### config.mk
export PLATFORM = sky130hd
export DESIGN_NAME = issue_arbiter_flat
export DESIGN_NICKNAME = d
export VERILOG_FILES = /design/src/rtl/issue_arbiter_pkg.sv /design/src/rtl/issue_arbiter_if.sv /design/src/rtl/issue_arbiter_slot.sv /design/src/rtl/issue_arbiter.sv /design/src/flat_wrapper.sv
export SDC_FILE = /design/constraint.sdc
export NUM_CORES = 1
export LEC_CHECK = 0
export CAP_MARGIN = 20
export CORE_ASPECT_RATIO = 1.75
export CORE_UTILIZATION = 46
export CTS_CLUSTER_DIAMETER = 50
export DETAILED_ROUTE_END_ITERATION = 8
export GPL_ROUTABILITY_DRIVEN = 0
export PLACE_DENSITY = 0.79
export SLEW_MARGIN = 20
export SYNTH_ARGS = -nofsm -noshare
export SYNTH_HDL_FRONTEND = slang
export SYNTH_SLANG_ARGS = --single-unit
### constraint.sdc
create_clock -name clk -period 2.4 [get_ports clk]
set_clock_uncertainty 0.05 [all_clocks]
set_input_delay 0.6 -clock clk [delete_from_list [all_inputs] [get_ports clk]]
set_output_delay 0.6 -clock clk [all_outputs]
set_load 0.1 [all_outputs]
### src/rtl/issue_arbiter_pkg.sv
// Shared unit IDs and default latencies for the issue arbiter, the issue
// queues and the CDB source mux.
package issue_arbiter_pkg;

  typedef logic [1:0] unit_t;
  localparam int LAT_W = 4;
  typedef logic [LAT_W-1:0] lat_t;

  localparam unit_t UNIT_INT = 2'd0;
  localparam unit_t UNIT_MEM = 2'd1;
  localparam unit_t UNIT_MUL = 2'd2;
  localparam unit_t UNIT_DIV = 2'd3;

  localparam int DEFAULT_MUL_LAT = 4;
  localparam int DEFAULT_DIV_LAT = 8;

endpackage

### src/rtl/issue_arbiter_if.sv
// Issue-queue handshake and CDB source-select bundle between the arbiter
// (master) and the queues / CDB mux (slave).
interface issue_arbiter_if;
  import issue_arbiter_pkg::*;

  logic  equeueint_ready;
  logic  equeueint_done;
  logic  equeuemem_ready;
  logic  equeuemem_done;
  logic  equeuemul_ready;
  logic  equeuemul_done;
  logic  equeuediv_ready;
  logic  equeuediv_done;
  logic  div_busy;
  unit_t cdb_src;
  logic  cdb_src_valid;

  modport master (
    input  equeueint_ready, equeuemem_ready, equeuemul_ready, equeuediv_ready,
    output equeueint_done, equeuemem_done, equeuemul_done, equeuediv_done,
    output div_busy, cdb_src, cdb_src_valid
  );

  modport slave (
    output equeueint_ready, equeuemem_ready, equeuemul_ready, equeuediv_ready,
    input  equeueint_done, equeuemem_done, equeuemul_done, equeuediv_done,
    input  div_busy, cdb_src, cdb_src_valid
  );

endinterface

### src/rtl/issue_arbiter_slot.sv
// CDB reservation ring: slot[k] set means the bus is taken k cycles from now,
// with the reserving unit held alongside.
module cdb_slot_ring
  import issue_arbiter_pkg::*;
#(
  parameter int DEPTH = DEFAULT_DIV_LAT
) (
  input  logic           clk,
  input  logic           rst,
  input  logic           grant_vld,
  input  lat_t           grant_lat,
  input  unit_t          grant_owner,
  output logic [DEPTH:0] slot,
  output unit_t          owner0
);

  logic [DEPTH:0] slot_q;
  unit_t          owner_q [DEPTH:0];

  // A grant of latency L lands in slot L-1 after this edge's shift.
  always_ff @(posedge clk) begin
    if (rst) begin
      slot_q <= '0;
      for (int k = 0; k <= DEPTH; k++) owner_q[k] <= UNIT_INT;
    end else begin
      for (int k = 0; k < DEPTH; k++) begin
        if (grant_vld && (grant_lat == lat_t'(k + 1))) begin
          slot_q[k]  <= 1'b1;
          owner_q[k] <= grant_owner;
        end else begin
          slot_q[k]  <= slot_q[k+1];
          owner_q[k] <= owner_q[k+1];
        end
      end
      slot_q[DEPTH]  <= 1'b0;
      owner_q[DEPTH] <= UNIT_INT;
    end
  end

  assign slot   = slot_q;
  assign owner0 = owner_q[0];

endmodule

### src/rtl/issue_arbiter.sv
// Issue-stage scheduler: one grant per cycle across INT/MEM/MUL/DIV queues,
// reserving the CDB cycle in which the granted unit's result will appear.
module issue_arbiter
  import issue_arbiter_pkg::*;
#(
  parameter int MUL_LAT = DEFAULT_MUL_LAT,
  parameter int DIV_LAT = DEFAULT_DIV_LAT
) (
  input  logic clk,
  input  logic reset,
  issue_arbiter_if.master q
);

  logic [DIV_LAT:0] slot;
  unit_t            owner0;
  logic [3:0]       div_cnt;
  logic             lru;
  logic             div_busy_int;
  logic             elig_int, elig_mem, elig_mul, elig_div;
  logic             grant_vld;
  lat_t             grant_lat;
  unit_t            grant_owner;
  logic             unused_slot_bits;

  assign div_busy_int = (div_cnt != 4'd0);

  // Eligibility looks at the pre-shift ring, so slot[L] is the target cycle.
  assign elig_int = q.equeueint_ready & ~slot[1];
  assign elig_mem = q.equeuemem_ready & ~slot[1];
  assign elig_mul = q.equeuemul_ready & ~slot[MUL_LAT];
  assign elig_div = q.equeuediv_ready & ~slot[DIV_LAT] & ~div_busy_int;

  always_comb begin
    grant_vld   = 1'b0;
    grant_lat   = '0;
    grant_owner = UNIT_INT;
    if (!reset) begin
      if (elig_div) begin
        grant_vld   = 1'b1;
        grant_lat   = lat_t'(DIV_LAT);
        grant_owner = UNIT_DIV;
      end else if (elig_mul) begin
        grant_vld   = 1'b1;
        grant_lat   = lat_t'(MUL_LAT);
        grant_owner = UNIT_MUL;
      end else if (elig_int && (!elig_mem || !lru)) begin
        grant_vld   = 1'b1;
        grant_lat   = lat_t'(1);
        grant_owner = UNIT_INT;
      end else if (elig_mem) begin
        grant_vld   = 1'b1;
        grant_lat   = lat_t'(1);
        grant_owner = UNIT_MEM;
      end
    end
  end

  assign q.equeueint_done = grant_vld && (grant_owner == UNIT_INT);
  assign q.equeuemem_done = grant_vld && (grant_owner == UNIT_MEM);
  assign q.equeuemul_done = grant_vld && (grant_owner == UNIT_MUL);
  assign q.equeuediv_done = grant_vld && (grant_owner == UNIT_DIV);

  // lru: 0 prefers INT, 1 prefers MEM; div_cnt counts the divider's remaining busy cycles.
  always_ff @(posedge clk) begin
    if (reset) begin
      div_cnt <= 4'd0;
      lru     <= 1'b0;
    end else begin
      if (grant_vld && (grant_owner == UNIT_DIV)) div_cnt <= 4'(DIV_LAT - 1);
      else if (div_busy_int)                      div_cnt <= div_cnt - 4'd1;
      if (grant_vld && (grant_owner == UNIT_INT))      lru <= 1'b1;
      else if (grant_vld && (grant_owner == UNIT_MEM)) lru <= 1'b0;
    end
  end

  cdb_slot_ring #(.DEPTH(DIV_LAT)) u_ring (
    .clk         (clk),
    .rst         (reset),
    .grant_vld   (grant_vld),
    .grant_lat   (grant_lat),
    .grant_owner (grant_owner),
    .slot        (slot),
    .owner0      (owner0)
  );

  // Intermediate ring positions only feed the shift chain.
  assign unused_slot_bits = ^slot;

  assign q.div_busy      = div_busy_int & ~reset;
  assign q.cdb_src_valid = slot[0] & ~reset;
  assign q.cdb_src       = reset ? UNIT_INT : owner0;

endmodule

### src/flat_wrapper.sv
// flat-port wrapper written by rule: the top's interface ports become plain ports
module issue_arbiter_flat import issue_arbiter_pkg::*;
#(
  parameter int MUL_LAT = DEFAULT_MUL_LAT,
  parameter int DIV_LAT = DEFAULT_DIV_LAT
)
  (clk, reset, q_equeueint_ready, q_equeuemem_ready, q_equeuemul_ready, q_equeuediv_ready, q_equeueint_done, q_equeuemem_done, q_equeuemul_done, q_equeuediv_done, q_div_busy, q_cdb_src, q_cdb_src_valid);
  issue_arbiter_if q_i ();
  input  logic clk;
  input  logic reset;
  input wire logic [$bits(q_i.equeueint_ready)-1:0] q_equeueint_ready;
  input wire logic [$bits(q_i.equeuemem_ready)-1:0] q_equeuemem_ready;
  input wire logic [$bits(q_i.equeuemul_ready)-1:0] q_equeuemul_ready;
  input wire logic [$bits(q_i.equeuediv_ready)-1:0] q_equeuediv_ready;
  output wire logic [$bits(q_i.equeueint_done)-1:0] q_equeueint_done;
  output wire logic [$bits(q_i.equeuemem_done)-1:0] q_equeuemem_done;
  output wire logic [$bits(q_i.equeuemul_done)-1:0] q_equeuemul_done;
  output wire logic [$bits(q_i.equeuediv_done)-1:0] q_equeuediv_done;
  output wire logic [$bits(q_i.div_busy)-1:0] q_div_busy;
  output wire logic [$bits(q_i.cdb_src)-1:0] q_cdb_src;
  output wire logic [$bits(q_i.cdb_src_valid)-1:0] q_cdb_src_valid;
  assign q_i.equeueint_ready = q_equeueint_ready;
  assign q_i.equeuemem_ready = q_equeuemem_ready;
  assign q_i.equeuemul_ready = q_equeuemul_ready;
  assign q_i.equeuediv_ready = q_equeuediv_ready;
  assign q_equeueint_done = q_i.equeueint_done;
  assign q_equeuemem_done = q_i.equeuemem_done;
  assign q_equeuemul_done = q_i.equeuemul_done;
  assign q_equeuediv_done = q_i.equeuediv_done;
  assign q_div_busy = q_i.div_busy;
  assign q_cdb_src = q_i.cdb_src;
  assign q_cdb_src_valid = q_i.cdb_src_valid;
  issue_arbiter #(.MUL_LAT(MUL_LAT), .DIV_LAT(DIV_LAT)) u_core (.clk(clk), .reset(reset), .q(q_i));
endmodule
Word-level counts from Yosys, hierarchy flattened
Memory sizes are Yosys's and may differ from the RTL's.
Cells that the tools add are included.

storage, ports and cells
  bits in registers = 14
  bits in writable memories = 18
  memories kept = 1
  word-level logic and storage cells = 164
  bits of input ports = 6

operators by class
  add/sub/neg operators = 1
  mux-type cells = 96
  reductions and logical operators = 21
  bitwise logic cells = 29
  eq/ne operators = 11

memory list
  name                   words  bits a word  rd ports  clocked after Yosys merged registers in  write ports  RTL line                  source
  u_core.u_ring.owner_q  9      2            9         0                                        9            issue_arbiter_slot.sv:18  unit_t owner_q [DEPTH:0];

operators with widths
  cell                 count
  $mux 1               68
  $mux 2               22
  $or 1x1->1           17
  $eq 4x3->1 const B   4
  $mux 4               4
  $logic_and 1x1->1    13
  $eq 4x2->1 const B   2
  $and 1x1->1          7
  $mux 3               2
  $not 1->1            5
  $eq 2x2->1 const B   2
  $eq 4x1->1 const B   1
  $eq 4x4->1 const B   1
  $reduce_bool 2->1    2
  $reduce_bool 4->1    1
  $sub 4x1->4 const B  1
  $eq 2x1->1 const B   1
  $logic_not 1->1      2
  $logic_not 2->1      1
  $reduce_or 2->1      1
  $logic_or 1x1->1     1

Longest topological paths before layout
  depth in word-level cells = 16
  mapped depth = 6
  mapped depth without buffers = 5

Modules after synthesis
A second synthesis with hierarchy kept.

second synthesis, totals
  cells, all modules = 142
  area total of the unflattened synthesis = 1491.4 um2

modules (own cells, without submodules)
  module         sequential area each (um2)  cells an instance  times used  area an instance (um2)
  cdb_slot_ring  640.6                       92                 1           1096.1
  issue_arbiter  100.1                       50                 1           395.4

Worst setup path before layout
Ideal clock, no wire load.

  path kind = in2out
  from = in reset
  to = out q_equeueint_done
  buffers on the path = 2
  slack = -2165 ps
  data arrival time = 3915 ps
  data required time = 1750 ps
  stages on the path = 3
  cells stage by stage = clkbuf_1 -> clkbuf_1 -> nor4_1

on the way
  longest elaborated chain between the ends = 3

RTL lines
  item                   RTL line             source
  start, declared        flat_wrapper.sv:10   input logic reset;
  $mux 2                 issue_arbiter.sv:37  if (!reset) begin
  $logic_not 2->1        issue_arbiter.sv:58  assign q.equeueint_done = grant_vld && (grant_owner == UNIT_INT);
  $logic_and 1x1->1 (*)  issue_arbiter.sv:58
  end, declared          flat_wrapper.sv:15   output wire logic [$bits(q_i.equeueint_done)-1:0] q_equeueint_done;

Mark *: on every way between the ends. The rest lies on a longest branch, timed or not.

Worst setup path in the final report
  from = reg u_core.div_cnt[1]
  to = out q_div_busy

on the way
  longest elaborated chain between the ends = 2

RTL lines
  item                    RTL line             source
  start, declared         issue_arbiter.sv:16  logic [3:0] div_cnt;
  start signal, assigned  issue_arbiter.sv:69  if (grant_vld && (grant_owner == UNIT_DIV)) div_cnt <= 4'(DIV_LAT - 1);
  start signal, assigned  issue_arbiter.sv:70  else if (div_busy_int) div_cnt <= div_cnt - 4'd1;
  $reduce_bool 4->1       issue_arbiter.sv:25  assign div_busy_int = (div_cnt != 4'd0);
  $and 1x1->1             issue_arbiter.sv:89  assign q.div_busy = div_busy_int & ~reset;
  end, declared           flat_wrapper.sv:19   output wire logic [$bits(q_i.div_busy)-1:0] q_div_busy;

Every way passes these cells.

==> results by group <==
Die
  – Placement row count: 24
  – Die Area: 2840 um2
  – Starting density of the core: 0.484
  – Core footprint: 2490 um2
  – Number of primary I/O pins: 14
  – Die Ht: 69.7 um
  – Die width: 40.7 um

Logic synthesis
  – Mean post-synth cell area: between 10 and 15 um2
  – Part of the Yosys area used for sequential elements: 0.614
  – Share of synthesized flip-flops with an asynchronous set or reset: 0
  – Share of the synthesized area in the top cell type: 0.398
  – Most used DFF post-synth: edfxtp_1
  – FF+latch count, synth: 29
  – Synth top cells by count: nor2b_1 (21), edfxtp_1 (16), dfxtp_1 (13), nor2_1 (10), inv_1 (6)
  – Most frequent cell after synthesis: nor2b_1
  – Netlist area before placement: 1210 um2
  – Post-synth top area cell: edfxtp_1
  – Warnings from Yosys: 0
  – Cells taking the most area after synthesis: edfxtp_1 (40%), dfxtp_1 (22%), nor2b_1 (11%), nor2_1 (3.1%), a211oi_1 (2.5%)
  – Number of standard cells after synthesis: 104
  – Number of distinct library cell variants in the gate-level netlist after synthesis: 29
  – Number of synthesized flops with an enable pin: 16

Timing
  – Max-slew violation count: 0
  – Min Clock Period, post-route: about 2300 ps
  – Setup Viol. Count Final: 0
  – RSZ-0062 raised after global routing: no
  – Period Utilization, post-route: 0.976
  – Max Clk Rate: 0.427 GHz
  – Final number of hold-violating endpoints: 0

Drt
  – Iteration-0 DRC count of the detailed router: 9
  – Drc violations: 0
  – Router iterations before antenna repair: 3
  – Post-route ant nets: 0
  – Routed WL: roughly 2.3 mm
  – Vias post-DR: 864
  – Routed via count divided by cell count: 4.88
  – Average detailed-routed wire length per instance: 12.7 um

Clock network
  – Clock Pin Slew Worst Setup and Hold Paths: 60 ps
  – Inserted Clock Buffers: 5
  – Clock tree buffer depth: 2
  – Clock tree from TritonCTS: built
  – Clock insertion delay at the later pin of the skew report: 270 ps
  – Hold-fix buffer count after cts: 0
  – CTS Root Cell: clkbuf_8
  – Max H-tree Level: 2
  – Sinks on Clock Net: 29

Placement
  – Buffers added on ports: 13
  – Cell area after placement: 1660 um2
  – Number of placed instances with taps included: 169
  – Half-perimeter wire length after placement: 1.66 mm

Pwr
  – Static leakage: 0.736 nW
  – Peak supply drop: 0.000626 V
  – Total power density per cell area: slightly below 900 nW/um2

Global route
  – Initial antenna violation count: 0
  – Global-route wire length before repair: 3.68 mm
  – All-Layer GR Usage: 0.197
  – Via count of the first global-routing pass: 887
  – Pin count of the biggest net entering global routing: 19
  – Leftover overflow at the end of global routing: 0

Job
  – Max capacitance violation total: 0

Worst setup path
  – Critical register-to-register path startpoint: u_core.div_cnt[1]
  – CP peak stage delay: 410 ps
  – Nature of the critical path endpoint: output port
  – Start point of the critical path: u_core.div_cnt[1]
  – Critical Path, Cell by Cell: inv_2, ha_2, or3b_4, buf_6, nor2b_4, buf_12
  – Worst Path Arrival: around 1700 ps
  – Worst path buffer plus inverter count: 3
  – Kind of cell with the highest combined delay on the critical path: simple AND/OR/NAND/NOR gates
  – CP max FO: 7
  – Standard cell with the maximum stage delay on the critical path: or3b_4
  – Required time at the worst-slack endpoint: around 1800 ps
  – Kind of critical path: reg -> out
  – Startpoint types: flip-flop

Cells and area
  – Design Area, Final: roughly 1800 um2
  – Area added between synthesis and finish: 47.2%
  – Fin util: 0.712
  – Filler Cells Inserted: around 180
  – Nets@finish: 158
  – Antenna Diode Count: 0
  – Post-layout instance count excluding filler cells: 177
  – Proportion of layout cells with a drive suffix above 1: 0.358

Min path
  – Worst hold start: u_core.u_ring.slot[3]
  – Worst hold path class: reg -> reg

Outcome
  – Run status: completed
[worst register-to-register path, stage by stage, from the launching register on]
cell and delay, ps:
dfxtp_2 340, inv_2 60, ha_2 180, nand4bb_1 140
buf_4 200, nand3_2 90, mux2_2 330
[power breakdown]
| part | switching (mW) | total, mW | internal, mW |
|---|---|---|---|
| Clock | 0.171 | 0.371 | 0.200 |
| Sequential | 0.0433 | 0.641 | 0.598 |
| Combinational | 0.316 | 0.572 | 0.256 |
| Total | 0.530 | 1.58 | 1.05 |
[registers in the layout, indices dropped and copies added, names as in the netlist]
register               count
u_core.u_ring.owner_q     16
u_core.u_ring.slot         8
u_core.div_cnt             4
u_core.lru                 1
[metrics by stage]
| stage | total power [mW] | setup TNS (ps) | setup slack, ps | hold WS, ps |
|---|---|---|---|---|
| 2_1_floorplan | 1.02 | -266 | -266 | 364 |
| 4_1_cts | 1.58 | -20.5 | -13.1 | 404 |
| 3_3_place_gp | 1.16 | -280 | -125 | 369 |
| 6_report | 1.58 | 0 | 57.5 | 398 |
| 5_1_grt | 1.65 | 0 | 10.5 | 413 |
| 3_5_place_dp | 1.18 | -385 | -175 | 387 |
[placed cells by master, fill, tap and decap left out, types with 2 or more instances in the layout]
cell type | netlist | routed
dfxtp_1 | 13 | 11
a211oi_1 | 4 | 3
nor2b_1 | 21 | 17
dlygate4sd2_1 | 0 | 5
buf_6 | 1 | 3
conb_1 | 1 | 16
inv_2 | 0 | 2
nor2_1 | 10 | 8
clkinv_2 | 0 | 2
nor2_4 | 0 | 2
clkbuf_8 | 0 | 5
buf_12 | 0 | 8
edfxtp_1 | 16 | 16
buf_4 | 1 | 14
nor3_1 | 4 | 3
nand2b_1 | 2 | 2
a21oi_1 | 5 | 5
nor2b_4 | 0 | 3
dfxtp_2 | 0 | 2
inv_1 | 6 | 4
a211oi_2 | 1 | 2
[repair_timing]
action                                  4_1_cts  5_1_grt
buffers inserted                              0        0
endpoints found under the setup margin        3        3
gates resized for setup                      13        6
hold endpoints to repair                      0        0
pin swaps                                     5        1
[metal layers]
| layer | part of all wire | global-route usage |
|---|---|---|
| met1 | 0.35 | 0.180 |
| met2 | 0.60 | 0.347 |
| met3 | 0.024 | 0.0577 |
| met4 | 0.028 | 0.100 |
| met5 | 0 | 0 |
[layout make-up]
type                       instances  area, um2  area share
clock inverter                     2       10.0     0.00564
multi-input combinational         78        552       0.311
inverter                           6       22.5      0.0127
tap                               26       32.5      0.0183
sequential                        29        743       0.419
timing repair buffer              30        343       0.193
clock buffer                       6       72.6      0.0409
[cells by family (layout without fill, tap and decap cells)]
logic type / Yosys count / after routing / share of synthesized area
xor gates and xnor gates: 1 / 1 / 0.00726
adders and majority gates: 2 / 2 / 0.0207
muxes: 2 / 2 / 0.0176
and+or+nand+nor: 45 / 45 / 0.221
AOI/OAI and AO/OA: 12 / 12 / 0.0695
buffers and inverters: 12 / 44 / 0.0467
DFF: 29 / 29 / 0.614
other: 1 / 16 / 0.00311
[path summary, 6_finish.rpt]
path	slack, ps	depth (start not counted)	to
setup / recovery	60	6	q_div_busy
hold / removal	400	1	u_core.u_ring.slot[2]
setup reg to reg	770	6	u_core.u_ring.owner_q[0][0]
hold reg to reg	400	1	u_core.u_ring.slot[2]
No activity file was read; power rests on OpenSTA's default activity.
